===== config.mk =====
export PLATFORM = sky130hd
export DESIGN_NAME = zone_sequencer_flat
export DESIGN_NICKNAME = d
export VERILOG_FILES = /design/src/rtl/zone_sequencer_if.sv /design/src/rtl/zone_sequencer.sv /design/src/flat_wrapper.sv
export SDC_FILE = /design/constraint.sdc
export NUM_CORES = 1
export LEC_CHECK = 0
export ABC_AREA = 1
export BUFFER_PORTS_ARGS = -buffer_cell sky130_fd_sc_hd__buf_4
export CAP_MARGIN = 10
export CORE_MARGIN = 4
export CORE_UTILIZATION = 54
export CTS_BUF_LIST = sky130_fd_sc_hd__clkbuf_2
export DETAILED_ROUTE_END_ITERATION = 8
export PLACE_DENSITY = 0.79
export SLEW_MARGIN = 40
export SYNTH_ARGS = -nofsm -noshare
export SYNTH_HDL_FRONTEND = slang
export SYNTH_SLANG_ARGS = --single-unit
export TNS_END_PERCENT = 1

===== constraint.sdc =====
create_clock -name clk -period 1.5 [get_ports clk]
set_input_delay 0.3 -clock clk [delete_from_list [all_inputs] [get_ports clk]]
set_output_delay 0.3 -clock clk [all_outputs]
set_load 0.1 [all_outputs]

===== src/rtl/zone_sequencer_if.sv =====
// Control/status bundle between the irrigation controller and the zone sequencer.
// The bench drives the master side; the sequencer sits on the slave side.
interface zone_sequencer_if #(
  parameter int DUR_WIDTH = 6
);
  logic                 tick_1hz;
  logic                 start;
  logic                 abort;
  logic                 rain;
  logic [3:0]           quota_exceeded;
  logic                 dur_wr;
  logic [1:0]           dur_zone;
  logic [DUR_WIDTH-1:0] dur_set;
  logic [1:0]           zone_sel;
  logic                 zone_valve_req;
  logic                 seq_active;
  logic                 cycle_done;
  logic [DUR_WIDTH-1:0] secs_left;
  logic [3:0]           skipped;
  logic [2:0]           state_dbg;

  modport master (
    output tick_1hz, start, abort, rain, quota_exceeded, dur_wr, dur_zone, dur_set,
    input  zone_sel, zone_valve_req, seq_active, cycle_done, secs_left, skipped, state_dbg
  );

  modport slave (
    input  tick_1hz, start, abort, rain, quota_exceeded, dur_wr, dur_zone, dur_set,
    output zone_sel, zone_valve_req, seq_active, cycle_done, secs_left, skipped, state_dbg
  );
endinterface


===== src/rtl/zone_sequencer.sv =====
// Automatic watering sequencer: steps zones 0..3 once per start, with per-zone
// durations, a valve-off settle gap between zones, and rain/quota/abort handling.
module zone_sequencer #(
  parameter int DUR_WIDTH   = 6,
  parameter int SETTLE_SECS = 2,
  parameter int DUR_RESET   = 5
) (
  input logic clk,
  input logic rst_n,
  zone_sequencer_if.slave bus
);
  localparam logic [2:0] S_IDLE   = 3'd0;
  localparam logic [2:0] S_SELECT = 3'd1;
  localparam logic [2:0] S_WATER  = 3'd2;
  localparam logic [2:0] S_SETTLE = 3'd3;
  localparam logic [2:0] S_DONE   = 3'd4;

  localparam logic [5:0]           SETTLE_LAST = 6'(SETTLE_SECS - 1);
  localparam logic [DUR_WIDTH-1:0] DUR_INIT    = DUR_WIDTH'(DUR_RESET);
  localparam logic [DUR_WIDTH-1:0] ONE         = DUR_WIDTH'(1);

  logic [2:0]           state, state_n;
  logic [1:0]           zone_q, zone_n;
  logic [DUR_WIDTH-1:0] left_q, left_n;
  logic [3:0]           skip_q, skip_n;
  logic [5:0]           settle_q, settle_n;
  logic                 valve_q;
  logic                 adv;
  logic [DUR_WIDTH-1:0] dur [4];

  always_comb begin
    state_n  = state;
    zone_n   = zone_q;
    left_n   = left_q;
    skip_n   = skip_q;
    settle_n = settle_q;
    adv      = 1'b0;
    if (state != S_IDLE && bus.abort) begin
      state_n  = S_IDLE;
      zone_n   = 2'd0;
      left_n   = '0;
      settle_n = '0;
    end else begin
      case (state)
        S_IDLE: begin
          if (bus.start && !bus.rain) begin
            skip_n  = 4'b0000;
            zone_n  = 2'd0;
            state_n = S_SELECT;
          end
        end
        S_SELECT: begin
          if (bus.quota_exceeded[zone_q] || dur[zone_q] == '0) begin
            skip_n[zone_q] = 1'b1;
            adv            = 1'b1;
          end else begin
            left_n  = dur[zone_q];
            state_n = S_WATER;
          end
        end
        S_WATER: begin
          // Rain or quota cut watering short; the zone still counts as watered.
          if (bus.rain || bus.quota_exceeded[zone_q]) begin
            left_n   = '0;
            settle_n = '0;
            state_n  = S_SETTLE;
          end else if (bus.tick_1hz) begin
            left_n = left_q - ONE;
            if (left_q == ONE) begin
              settle_n = '0;
              state_n  = S_SETTLE;
            end
          end
        end
        S_SETTLE: begin
          if (bus.tick_1hz) begin
            if (settle_q == SETTLE_LAST) adv = 1'b1;
            else                         settle_n = settle_q + 6'd1;
          end
        end
        S_DONE: begin
          state_n = S_IDLE;
          zone_n  = 2'd0;
          left_n  = '0;
        end
        default: state_n = S_IDLE;
      endcase
      // Zone index saturates at 3 within one cycle; DONE follows the last zone.
      if (adv) begin
        settle_n = '0;
        if (zone_q == 2'd3) state_n = S_DONE;
        else begin
          zone_n  = zone_q + 2'd1;
          state_n = S_SELECT;
        end
      end
    end
  end

  always_ff @(posedge clk or negedge rst_n) begin
    if (!rst_n) begin
      state    <= S_IDLE;
      zone_q   <= 2'd0;
      left_q   <= '0;
      skip_q   <= 4'b0000;
      settle_q <= '0;
      valve_q  <= 1'b0;
    end else begin
      state    <= state_n;
      zone_q   <= zone_n;
      left_q   <= left_n;
      skip_q   <= skip_n;
      settle_q <= settle_n;
      valve_q  <= (state_n == S_WATER);
    end
  end

  // Durations are sampled only in SELECT, so a write mid-zone applies next cycle.
  always_ff @(posedge clk or negedge rst_n) begin
    if (!rst_n) begin
      for (int i = 0; i < 4; i++) dur[i] <= DUR_INIT;
    end else if (bus.dur_wr) begin
      dur[bus.dur_zone] <= bus.dur_set;
    end
  end

  assign bus.zone_sel       = zone_q;
  assign bus.zone_valve_req = valve_q;
  assign bus.seq_active     = (state != S_IDLE);
  assign bus.cycle_done     = (state == S_DONE);
  assign bus.secs_left      = left_q;
  assign bus.skipped        = skip_q;
  assign bus.state_dbg      = state;
endmodule


===== src/flat_wrapper.sv =====
// flat-port wrapper written by rule: the top's interface ports become plain ports
module zone_sequencer_flat 
#(
  parameter int DUR_WIDTH   = 6,
  parameter int SETTLE_SECS = 2,
  parameter int DUR_RESET   = 5
)
  (clk, rst_n, bus_tick_1hz, bus_start, bus_abort, bus_rain, bus_quota_exceeded, bus_dur_wr, bus_dur_zone, bus_dur_set, bus_zone_sel, bus_zone_valve_req, bus_seq_active, bus_cycle_done, bus_secs_left, bus_skipped, bus_state_dbg);
  zone_sequencer_if #(.DUR_WIDTH(DUR_WIDTH)) bus_i ();
  input logic clk;
  input logic rst_n;
  input wire logic [$bits(bus_i.tick_1hz)-1:0] bus_tick_1hz;
  input wire logic [$bits(bus_i.start)-1:0] bus_start;
  input wire logic [$bits(bus_i.abort)-1:0] bus_abort;
  input wire logic [$bits(bus_i.rain)-1:0] bus_rain;
  input wire logic [$bits(bus_i.quota_exceeded)-1:0] bus_quota_exceeded;
  input wire logic [$bits(bus_i.dur_wr)-1:0] bus_dur_wr;
  input wire logic [$bits(bus_i.dur_zone)-1:0] bus_dur_zone;
  input wire logic [$bits(bus_i.dur_set)-1:0] bus_dur_set;
  output wire logic [$bits(bus_i.zone_sel)-1:0] bus_zone_sel;
  output wire logic [$bits(bus_i.zone_valve_req)-1:0] bus_zone_valve_req;
  output wire logic [$bits(bus_i.seq_active)-1:0] bus_seq_active;
  output wire logic [$bits(bus_i.cycle_done)-1:0] bus_cycle_done;
  output wire logic [$bits(bus_i.secs_left)-1:0] bus_secs_left;
  output wire logic [$bits(bus_i.skipped)-1:0] bus_skipped;
  output wire logic [$bits(bus_i.state_dbg)-1:0] bus_state_dbg;
  assign bus_i.tick_1hz = bus_tick_1hz;
  assign bus_i.start = bus_start;
  assign bus_i.abort = bus_abort;
  assign bus_i.rain = bus_rain;
  assign bus_i.quota_exceeded = bus_quota_exceeded;
  assign bus_i.dur_wr = bus_dur_wr;
  assign bus_i.dur_zone = bus_dur_zone;
  assign bus_i.dur_set = bus_dur_set;
  assign bus_zone_sel = bus_i.zone_sel;
  assign bus_zone_valve_req = bus_i.zone_valve_req;
  assign bus_seq_active = bus_i.seq_active;
  assign bus_cycle_done = bus_i.cycle_done;
  assign bus_secs_left = bus_i.secs_left;
  assign bus_skipped = bus_i.skipped;
  assign bus_state_dbg = bus_i.state_dbg;
  zone_sequencer #(.DUR_WIDTH(DUR_WIDTH), .SETTLE_SECS(SETTLE_SECS), .DUR_RESET(DUR_RESET)) u_core (.clk(clk), .rst_n(rst_n), .bus(bus_i));
endmodule

==> qor.txt <==
Worst skew pair latency: 0.41 ns
Worst Path Max Fanout: 3
Hold Worst Slack: 0.143 ns
First-pass GRT wire length: 11.4 mm
Post-DP HPWL: 4.71 mm
Yosys top cell by area: dfrtp_1
# H-tree levels: 2
Largest family of logic cells by synthesized area: simple AND/OR/NAND/NOR gates
Fin area: 3660 µm²
Via Count: 2586
Max VDD drop: 1.27 mV
Lkg Pwr: 1.79 nW
Area Overhead vs Synth: 34.3%
Proportion of netlist area held by the largest area contributor: 0.349
Hold path endpoint: u_core.dur[6]$_DFFE_PN1P_
Residual DRC: 0
Cell count after synthesis: 352
Antenna violations before repair: 0
Crit Path Class: reg -> out
Final WL: 6.74 mm
CTS Buffer Depth: 2
Relative slew margins: 0.611
Worst slew pin tran: 0.584 ns
Synthesized area per cell: 7.75 µm²
Max Slew Vio Count: 0
DP Area: 3310 µm²
Pwr dens: 1980 nW/µm²
R2R depth: 10
Period utilization: 1.19
Total track usage: 0.229
Post-route ant nets: 0
Layout cell share with drive strength beyond 1: 0.345
Failing checks: setup timing
Iter 0 DRT Violations: 121
Root Buffer: clkbuf_2
Final setup fails: 28
Total CTS buffers: 5
Post-Synth Adder-Cell Area: 0.0367
Post-Syn Nets: 379
Type of origin of the critical path: flip-flop
Final worst slack: -0.291 ns
Initial Util: 0.566
GP Congestion: 0.874
CP endpoint kind: output port
Asr flop ratio synth: 1.00
Rows: 25
Mux contribution to synthesized area: 0
Die H: 79.1 µm
Clk_skew: 0.0190 ns
Hold path cells: 3
Max Cap Viol: 0
Final Critical Period: 1.79 ns
Synth Register Bits: 46
Hold_sp: bus_dur_set[0]
Seq/Total Area, Yosys: 0.426
Tot Pwr: 7.26 mW
HP Class: in -> reg
Simple-gate share of the synthesized area: 0.317
Wirelength per Cell: 13.6 µm
Clk slew on worst S/H paths: 0.23 ns
Largest net degree at the start of global routing: 47
Commonest non-fill, non-tap cells in the layout: 91 x nand2_1, 52 x buf_4, 39 x nand3_1, 33 x inv_1
Vias in the first global route: 2560
Yosys cell types: 35
IO buf count: 36
Worst EP required: 1.20 ns
Critical path data arrival time: 1.49 ns
CTS sink count: 46
Unrepaired setup endpoints after global routing: true
Synth Flop Type: dfrtp_1
Max Clk Rate: 558 MHz
Fin nets: 455
Post-synth EDFFs: 0
Synth area leaders: dfrtp_1 35%, nand2_1 13%, dfstp_2 7.7%
DIE WIDTH: 79.1 µm
I/O Pins: 37
R2r startpoint: u_core.bus.state_dbg[1]$_DFF_PN0_
Hold Violations, Final: 0
Commonest non-fill, non-tap cell in the layout: nand2_1
Die area: 6250 µm²
R2r setup slk: -0.26 ns
Xor/xnor share of the synthesized area: 0.0128
Vias per cell: 5.21
RR Endpoint: u_core.bus.zone_valve_req$_DFF_PN0_
ANT cells: 0
CTS tree: done
TritonRoute pass-1 iters: 4
Compound-cell area share of the yosys netlist: 0.120
Core area: 4820 µm²
Pre-CTS setup slack: -0.242 ns
Mapped cell area: 2730 µm²
Yosys Warn Count: 0
Grt total ovfl: 0
Outcome: finished with violations
[cell type report]
class | count | area, µm²
Multi-Input combinational cell | 255 | 1410
Sequential cell | 46 | 1180
Fill cell | 354 | 1160
Timing Repair Buffer | 79 | 793
Inverter | 41 | 159
Tap cell | 67 | 83.8
Clock buffer | 6 | 30.0
Clock inverter | 2 | 13.8
[synth_stat cells (2+ instances only)]
master	n
nand2_2	13
nand2_4	3
nor2_1	21
o21ai_2	4
nand3_1	39
o21ai_1	8
dfstp_2	8
or2_2	2
buf_8	2
nand3_2	2
dfrtp_1	38
inv_2	3
o21ai_0	32
a21oi_1	7
nand4_1	3
ha_1	8
nor2_2	2
nand2_1	95
inv_1	37
o22ai_1	4
xor2_1	2
clkbuf_1	4
buf_6	2
xnor2_1	2
[worst max-delay path by stage]
stage / cells past startpoint / to / start
detailed placement: 11 / u_core.settle_q[3]$_DFFE_PN0P_ / u_core.bus.zone_sel[0]$_DFF_PN0_
global route: 4 / bus_cycle_done / u_core.bus.state_dbg[1]$_DFF_PN0_
floorplan: 11 / u_core.bus.secs_left[3]$_DFFE_PN0P_ / u_core.bus.state_dbg[1]$_DFF_PN0_
CTS: 4 / bus_cycle_done / u_core.bus.state_dbg[0]$_DFF_PN0_
global placement: 9 / u_core.settle_q[1]$_DFFE_PN0P_ / u_core.bus.zone_sel[0]$_DFF_PN0_
finish: 4 / bus_cycle_done / u_core.bus.state_dbg[1]$_DFF_PN0_
[where the power goes]
group	leakage (nW)	total [mW]	switching [mW]	internal, mW
clock	0.0330	0.519	0.396	0.123
sequential	0.567	1.77	0.214	1.56
combinational	1.19	4.97	3.13	1.84
[metal layers]
metal,GRT usage,wire (µm),vias to the layer above
li1,-,-,1294
met1,0.289,2840,1214
met2,0.402,3510,74
met3,0.0465,344,4
met4,0.0533,44,0
met5,0,0,-
[cells by family after synthesis]
| kind of cell | after synthesis |
|---|---|
| simple gates | 184 |
| compound gates | 59 |
| buf+inv | 51 |
| flops | 46 |
| fa+ha+maj | 8 |
| xor+xnor | 4 |
[repair_timing]
action                                  4_1_cts  5_1_grt
gates resized for setup                      31       27
hold buffers                                  1        0
pin swaps                                     5        3
buffers inserted                              5        2
endpoints found under the setup margin       35       39
hold endpoints to repair                     38        0
[stage by stage]
stage                     setup TNS (ns)  utilization  std cells
after floorplan                   -10.57            -        352
after detailed placement           -4.17        0.688        480
final                              -5.28        0.760        496
after global placement             -2.69        0.688        480
after global routing               -8.58        0.760        496
after CTS                          -5.14        0.735        494
[flip-flops by register name, indices dropped and copies added, names as in the netlist]
register / count
u_core.bus.zone_sel: 2
u_core.settle_q: 6
u_core.bus.skipped: 4
u_core.dur: 24
u_core.bus.secs_left: 6
u_core.bus.state_dbg: 3
u_core.bus.zone_valve_req: 1
[worst max-delay path, stage by stage (launching register included)]
cell     delay (ns)
dfrtp_4        0.55
nor2_4         0.16
inv_2          0.06
nor2_4         0.12
buf_12         0.18
Power figures use the tool's default switching activity.
